`config.mk`:
```
export PLATFORM = sky130hd
export DESIGN_NAME = mux_sel_rr_arbiter
export DESIGN_NICKNAME = d
export VERILOG_FILES = /design/src/rtl/mux_sel_rr_arbiter.sv
export SDC_FILE = /design/constraint.sdc
export NUM_CORES = 1
export LEC_CHECK = 0
export ABC_AREA = 1
export ABC_CLOCK_PERIOD_IN_PS = 2200
export BUFFER_PORTS_ARGS = -buffer_cell sky130_fd_sc_hd__buf_2
export CORE_MARGIN = 2
export CORE_UTILIZATION = 58
export CTS_CLUSTER_SIZE = 24
export DETAILED_ROUTE_END_ITERATION = 16
export GPL_TIMING_DRIVEN = 0
export PLACE_DENSITY = 0.79
export SYNTH_ARGS = -nofsm -noshare
export SYNTH_HDL_FRONTEND = slang
export SYNTH_SLANG_ARGS = --single-unit
```
`constraint.sdc`:
```
create_clock -name clk -period 2.2 [get_ports clk]
set_input_delay 0.44 -clock clk [delete_from_list [all_inputs] [get_ports clk]]
set_output_delay 0.44 -clock clk [all_outputs]
set_load 0.1 [all_outputs]
```
`src/rtl/mux_sel_rr_arbiter.sv`:
```
// Round-robin select generator for a 4:1 mux with minimum dwell and lock.
// Drives registered {s1,s0}, a one-hot grant, sel_valid and a switch pulse.
module mux_sel_rr_arbiter #(
    parameter int unsigned HOLD_CYCLES = 4,
    parameter int unsigned CNT_W       = 8
) (
    input  logic       clk,
    input  logic       rst_n,
    input  logic [3:0] req,
    input  logic       lock,
    output logic       s0,
    output logic       s1,
    output logic [3:0] grant,
    output logic       sel_valid,
    output logic       switch_pulse
);

    typedef enum logic {
        S_IDLE,
        S_GRANT
    } state_e;

    localparam logic [CNT_W-1:0] CNT_LOAD = CNT_W'(HOLD_CYCLES - 1);

    state_e           state_q, state_d;
    logic [CNT_W-1:0] cnt_q, cnt_d;
    logic [1:0]       ptr_q, ptr_d;
    logic [1:0]       sel_q, sel_d;
    logic [3:0]       grant_q, grant_d;
    logic             valid_q, valid_d;
    logic             pulse_q, pulse_d;

    logic [2:0] pick_idle;
    logic [2:0] pick_next;

    // Returns {found, index}; lowest offset from start wins, so scan backwards.
    function automatic logic [2:0] rr_pick(input logic [3:0] r,
                                           input logic [1:0] start);
        logic [2:0] res;
        logic [1:0] cand;
        res = 3'b000;
        for (int i = 3; i >= 0; i--) begin
            cand = start + 2'(i);
            if (r[cand]) begin
                res = {1'b1, cand};
            end
        end
        return res;
    endfunction

    assign pick_idle = rr_pick(req, ptr_q);
    assign pick_next = rr_pick(req, sel_q + 2'd1);

    always_comb begin
        state_d = state_q;
        cnt_d   = cnt_q;
        ptr_d   = ptr_q;
        sel_d   = sel_q;
        grant_d = grant_q;
        valid_d = valid_q;
        pulse_d = 1'b0;
        unique case (state_q)
            S_IDLE: begin
                if (pick_idle[2]) begin
                    state_d = S_GRANT;
                    sel_d   = pick_idle[1:0];
                    grant_d = 4'b0001 << pick_idle[1:0];
                    valid_d = 1'b1;
                    pulse_d = 1'b1;
                    cnt_d   = CNT_LOAD;
                    ptr_d   = pick_idle[1:0] + 2'd1;
                end
            end
            S_GRANT: begin
                if (cnt_q != '0) begin
                    cnt_d = cnt_q - 1'b1;
                end else if (lock) begin
                    cnt_d = '0;
                end else if (pick_next[2]) begin
                    // The search wraps onto the current index last, so a
                    // same-index pick means it is the only requester left.
                    sel_d   = pick_next[1:0];
                    grant_d = 4'b0001 << pick_next[1:0];
                    pulse_d = (pick_next[1:0] != sel_q);
                    cnt_d   = CNT_LOAD;
                    ptr_d   = pick_next[1:0] + 2'd1;
                end else begin
                    state_d = S_IDLE;
                    grant_d = 4'b0000;
                    valid_d = 1'b0;
                end
            end
            default: begin
                state_d = S_IDLE;
            end
        endcase
    end

    always_ff @(posedge clk or negedge rst_n) begin
        if (!rst_n) begin
            state_q <= S_IDLE;
            cnt_q   <= '0;
            ptr_q   <= 2'd0;
            sel_q   <= 2'd0;
            grant_q <= 4'b0000;
            valid_q <= 1'b0;
            pulse_q <= 1'b0;
        end else begin
            state_q <= state_d;
            cnt_q   <= cnt_d;
            ptr_q   <= ptr_d;
            sel_q   <= sel_d;
            grant_q <= grant_d;
            valid_q <= valid_d;
            pulse_q <= pulse_d;
        end
    end

    assign s0           = sel_q[0];
    assign s1           = sel_q[1];
    assign grant        = grant_q;
    assign sel_valid    = valid_q;
    assign switch_pulse = pulse_q;

endmodule
```
==> flow_summary_export.csv, run 1 <==
group,metric,value,unit
outcome,outcome,"finished clean",
critical_path,worstSetupPathType,"reg -> reg",
final_layout,n_fill_cell,244,
timing,hold_viol,0,
hold_path,hp-class,"in -> async",
final_layout,diodes,0,
timing,fin_crit_sh,87.0,%
cts,holdBufCountCts,0,
critical_path,crit_arrival,2.12,ns
timing,drv_slew,0,
floorplanning,die-area,3010,sq um
cts,cts_setup_buffers,0,
route,via_count,1364,
cts,cts_htree_levels,1,
final_layout,final_core_util,66.7,%
cts,cts_tree,"yes",
floorplanning,start_util,61.1,%
floorplanning,io_pins,15,
timing,worst_slew_pin_slew,0.487,ns
timing,rsz0062_at_grt,"no",
global_routing,grt_pass1_vias,1202,
logic_synthesis,yosys.cell_types.count,30,
final_layout,stdcell_count,276,
power_and_ir_drop,ir_drop,348,uV
route,drt_wl_total,2920,um
placed_design,pre_cts_slack,0.263,ns
cts,cts.path.max_buffers,2,
critical_path,crit_chain,"buf_4 > o21ai_0 > nand2_1 > nand2_1 > nor2_1 > nor2_1 > nand2_1 > nand2_1 > nand2_1 > nand2_2 > nand2_1 > nand3_1 > nand2_1",
logic_synthesis,avgSynthCellArea,6.57,sq um
critical_path,crit_start,"ptr_q[0]$_DFFE_PN0P_",
global_routing,grt_max_degree,20,
floorplanning,dieHeight,54.8,um
critical_path,crit_buf_inv,1,
critical_path,critPathMaxStageDelay,0.43,ns
timing,hold-worst-slack,0.0529,ns
route,ant_nets,0,
placed_design,place_congestion,0.860,
critical_path,slowest_stage,"dfrtp_1",
cts,cts_resized,0,
critical_path,cpMostUsedCell,"nand2_1",
cts,clk_pin_slew,0.11,ns
route,via_per_inst,4.94,
final_layout,drive_gt1_share,21.5,%
logic_synthesis,synth_cells,228,
cts,clock_sinks,19,
critical_path,r2r-start,"ptr_q[0]$_DFFE_PN0P_",
critical_path,cp-start-kind,"register",
placed_design,place_inst,272,
logic_synthesis,synth_edf_count,0,
logic_synthesis,synth_flop_cell,"dfrtp_1",
global_routing,grt_pass1_wl,5020,um
critical_path,cp-end-kind,"register",
global_routing,antenna_found_initial,0,
floorplanning,core-area,2450,sq um
logic_synthesis,syn_area,1500,sq um
power_and_ir_drop,power,728,uW
power_and_ir_drop,powerDensity,445,nW/um^2
logic_synthesis,yosys_warnings,0,
timing,fmax,522,MHz
floorplanning,die_x,54.8,um
logic_synthesis,yosysSeqAreaShare,31.7,%
global_routing,track_usage,23.1,%
final_layout,area_growth,9.18,%
logic_synthesis,synthArstFlopShare,100,%
placed_design,placed_area,1610,sq um
placed_design,place_hpwl,2340,um
global_routing,overflow,0,
route,dr.first_iter.drc_count,22,
cts,cts_buffers,3,
critical_path,required,2.40,ns
route,dr.pass1.iters,9,
cts,clk_latency,0.30,ns
power_and_ir_drop,p_leak,0.952,nW
placed_design,place.port_buffers,14,
route,route.detailed.drc,0,
timing,clock_skew,0.00331,ns
critical_path,crit_fanout,10,
final_layout,fin_area,1640,sq um
cts,cts_root_buf,"clkbuf_4",
final_layout,nNetsFinal,256,
route,wire_per_inst,10.6,um
job,maxCapViolCount,0,
timing,relSlewSlack,67.8,%
critical_path,crit_family,"simple AND/OR/NAND/NOR gates",
timing,finalWorstSetupSlack,0.286,ns
critical_path,r2r_slack,0.29,ns
floorplanning,row_count,18,
timing,finalCriticalPeriod,1.91,ns
timing,setup_viol,0,
logic_synthesis,syn_nets,237,
timing,fin_tns_setup,0,ns
logic_synthesis,synth-seq-cells,19,
## path summary, 6_finish.rpt
kind / depth (start not counted) / endpoint
min in group clk: 2 / grant[1]$_DFFE_PN0P_
worst min register to register: 2 / grant[1]$_DFFE_PN0P_
worst max-delay path: 13 / ptr_q[1]$_DFFE_PN0P_
max in group asynchronous: 1 / sel_q[0]$_DFFE_PN0P_
worst max register to register: 13 / ptr_q[1]$_DFFE_PN0P_
worst min-delay path: 1 / grant[1]$_DFFE_PN0P_
## power breakdown
| part | switching [mW] | internal (mW) | total (mW) |
|---|---|---|---|
| clock | 0.113 | 0.0678 | 0.181 |
| combinational | 0.130 | 0.0599 | 0.190 |
| sequential | 0.00411 | 0.353 | 0.357 |
## synthesized netlist by cell type, types with 2 or more instances
| cell type | count | share of area (%) |
|---|---|---|
| inv_2 | 5 | 1.3 |
| nand3_2 | 2 | 1.3 |
| o21ai_2 | 3 | 1.8 |
| xor2_1 | 2 | 1.2 |
| nand2_4 | 4 | 3.0 |
| o21ai_0 | 15 | 5.0 |
| o21ai_1 | 2 | 0.67 |
| nand3_1 | 12 | 4.0 |
| nand2_2 | 8 | 3.3 |
| dfrtp_1 | 19 | 32 |
| nand4_1 | 2 | 0.83 |
| nand2_1 | 82 | 21 |
| nor2_1 | 22 | 5.5 |
| inv_1 | 28 | 7.0 |
| a21oi_1 | 3 | 1.0 |
| ha_1 | 2 | 1.7 |
| nor2_4 | 4 | 3.0 |
## cell usage in the layout, fill, tap and decap left out
cell type	netlist	layout
o21ai_2	3	3
nand2_2	8	8
nand2_4	4	4
xnor2_1	1	1
nand4_1	2	2
a41oi_1	1	1
a31oi_1	1	1
nor2_4	4	4
a21oi_1	3	3
clkinv_2	0	1
nand2_1	82	82
nor2_1	22	22
clkbuf_4	0	3
buf_4	1	1
inv_1	28	28
inv_2	5	5
o221ai_1	1	1
ha_1	2	2
buf_2	1	15
o21ai_4	1	1
inv_4	1	1
o21ai_1	2	2
dfrtp_2	0	2
buf_6	1	1
o21bai_1	1	1
nand3_1	12	12
xor2_1	2	2
o21ai_0	15	15
nand3_2	2	2
clkbuf_2	1	1
dfrtp_1	19	17
and2_4	1	1
o211ai_1	1	1
## cells by family after synthesis
family          count (synthesis)  synth area share [%]
compound gates                 29                  12.1
xor+xnor                        3                  1.75
fa+ha+maj                       2                  1.67
buf+inv                        38                  10.6
flops                          19                  31.7
simple gates                  137                  42.2
## layer usage
metal,vias to the layer above,routed length [um],track usage [%]
li1,745,-,-
met1,598,1530,32.9
met2,19,1260,36.1
met3,2,110,4.92
met4,0,15,3.75
met5,-,0,0
## flip-flops by register name, summed over array words and instances, names as in the netlist
name,count
sel_q,2
state_q,1
switch_pulse,1
ptr_q,2
sel_valid,1
cnt_q,8
grant,4
## layout make-up
| cell class | instances | area, sq um | share of cell area [%] |
|---|---|---|---|
| plain buffers | 4 | 28.8 | 1.76 |
| clock buffers | 3 | 22.5 | 1.38 |
| clock inverters | 1 | 5.00 | 0.306 |
| inverters | 34 | 130 | 7.95 |
| multi-input cells | 171 | 865 | 52.8 |
| flip-flops and latches | 19 | 478 | 29.2 |
| well taps | 30 | 37.5 | 2.29 |
| repair buffers | 14 | 70.1 | 4.28 |
## worst reg2reg max path, cell delays in order, from the launching register on
cell	delay, ns
dfrtp_1	0.43
buf_4	0.19
o21ai_0	0.25
nand2_1	0.13
nand2_1	0.10
nor2_1	0.06
nor2_1	0.08
nand2_1	0.05
nand2_1	0.10
nand2_1	0.11
nand2_2	0.12
nand2_1	0.08
nand3_1	0.07
nand2_1	0.06
Power figures use the tool's default switching activity.
==> run 2, diff against run 1 <==
--- a/constraint.sdc
+++ b/constraint.sdc
@@ -3,2 +3,2 @@
 set_output_delay 0.44 -clock clk [all_outputs]
-set_load 0.1 [all_outputs]
+set_load 0.01 [all_outputs]
==> flow_summary_export.csv, run 2 (synthesis gave the netlist of run 1 again) <==
group,metric,value,unit
critical_path,worst_r2r_path_depth,12,
route,route.detailed.drc,0,
cts,cts.path.max_buffers,2,
route,met3WireLength,106,um
route,via_count,1391,
critical_path,cp-start-kind,"register",
cts,cts_buffers,3,
timing,finalWorstSetupSlack,0.301,ns
critical_path,crit_fanout,8,
final_layout,stdcell_count,276,
power_and_ir_drop,powerDensity,440,nW/um^2
cts,clk_latency,0.31,ns
cts,clk_pin_slew,0.12,ns
final_layout,layout_common_cells,"nand2_1, inv_1, nor2_1, dfrtp_1",
timing,clock_skew,0.00717,ns
final_layout,nNetsFinal,256,
final_layout,regArea,475,sq um
final_layout,mostFrequentLayoutCell,"nand2_1",
timing,drv_slew,0,
critical_path,crit_arrival,2.10,ns
floorplanning,start_util,61.1,%
route,dr.first_iter.drc_count,24,
timing,fin_tns_setup,0,ns
critical_path,required,2.40,ns
timing,rsz0062_at_grt,"no",
global_routing,overflow,0,
floorplanning,dieHeight,54.8,um
outcome,outcome,"finished clean",
final_layout,final_core_util,66.6,%
placed_design,place.port_buffers,14,
route,via_per_inst,5.04,
cts,cts_tree,"yes",
final_layout,largest_reg_flops,8,
cts,clock_sinks,19,
hold_path,hp-class,"in -> async",
global_routing,antenna_found_initial,0,
placed_design,pre_cts_slack,0.294,ns
timing,fmax,526,MHz
final_layout,n_fill_cell,243,
route,dr.pass1.iters,4,
floorplanning,die-area,3010,sq um
route,wirelength_met1,1600,um
global_routing,grt_max_degree,20,
global_routing,grt_pass1_wl,5150,um
route,wire_per_inst,10.7,um
cts,cts_htree_levels,1,
route,ant_nets,0,
final_layout,regMostFlops,"cnt_q",
critical_path,cp-end-kind,"register",
timing,relSlewSlack,65.7,%
route,routed.top_layer,"met4",
cts,cts_root_buf,"clkbuf_4",
critical_path,r2r-start,"sel_q[1]$_DFFE_PN0P_",
critical_path,crit_start,"sel_q[1]$_DFFE_PN0P_",
placed_design,place_inst,272,
cts,cts_setup_buffers,0,
final_layout,drive_gt1_share,20.7,%
power_and_ir_drop,power,718,uW
cts,holdBufCountCts,0,
power_and_ir_drop,p_leak,0.954,nW
final_layout,diodes,0,
critical_path,worstSetupPathType,"reg -> reg",
power_and_ir_drop,ir_drop,475,uV
placed_design,place_hpwl,2320,um
timing,hold_viol,0,
job,maxCapViolCount,0,
cts,cts_resized,0,
timing,worst_slew_pin_slew,0.510,ns
route,drt_wl_total,2970,um
floorplanning,io_pins,15,
timing,finalCriticalPeriod,1.90,ns
floorplanning,core-area,2450,sq um
timing,setup_viol,0,
floorplanning,row_count,18,
route,dr_wl_met2,1240,um
final_layout,area_growth,9.02,%
global_routing,track_usage,23.7,%
global_routing,grt_pass1_vias,1234,
floorplanning,die_x,54.8,um
timing,fin_crit_sh,86.3,%
placed_design,place_congestion,0.887,
final_layout,multi_input_area,865,sq um
run 2: cell counts in the layout (fill, tap and decap cells not counted):
No cell type changed its count.
run 2: final cells by class:
type                    instances  share of cell area (%)
multi-input cells             171                    52.9
flip-flops and latches         19                    29.1
inverters                      34                    7.96
repair buffers                 14                    4.29
well taps                      30                    2.30
plain buffers                   4                    1.76
clock buffers                   3                    1.38
clock inverters                 1                   0.306
run 2: worst max-delay path, stage by stage (launching register included):
cell and delay (ns):
dfrtp_1 0.37, buf_2 0.21, inv_2 0.08, nand2_1 0.07, nand2_1 0.07, nand2_1 0.10, nand2_2 0.07, inv_2 0.09
nand4_1 0.09, o21ai_1 0.30, inv_1 0.14, nand2_1 0.10, o21ai_0 0.09
run 2: metrics by stage:
step	area (sq um)	hold WS [ns]
floorplan	1500	0.144
global placement	1610	0.405
detailed placement	1610	0.405
CTS	1630	0.0540
global route	1630	0.0690
finish	1630	0.0387
run 2: final timing paths:
kind                            slack, ns              endpoint
worst max-delay path                 0.30  sel_q[0]$_DFFE_PN0P_
worst min-delay path                 0.04  ptr_q[1]$_DFFE_PN0P_
worst max register to register       0.30  sel_q[0]$_DFFE_PN0P_
max in group asynchronous            1.86     state_q$_DFF_PN0_
min in group clk                     0.48  cnt_q[1]$_DFFE_PN0P_
worst min register to register       0.49  grant[1]$_DFFE_PN0P_
run 2: layer usage:
layer	track usage, %	vias up
li1	-	745
met1	34.1	621
met2	35.9	20
met3	6.01	5
met4	4.17	0
met5	0	-
run 2: power by group:
group | total (mW) | switching (mW) | internal [mW]
combinational | 0.175 | 0.115 | 0.0598
sequential | 0.357 | 0.00372 | 0.353
clock | 0.187 | 0.119 | 0.0680
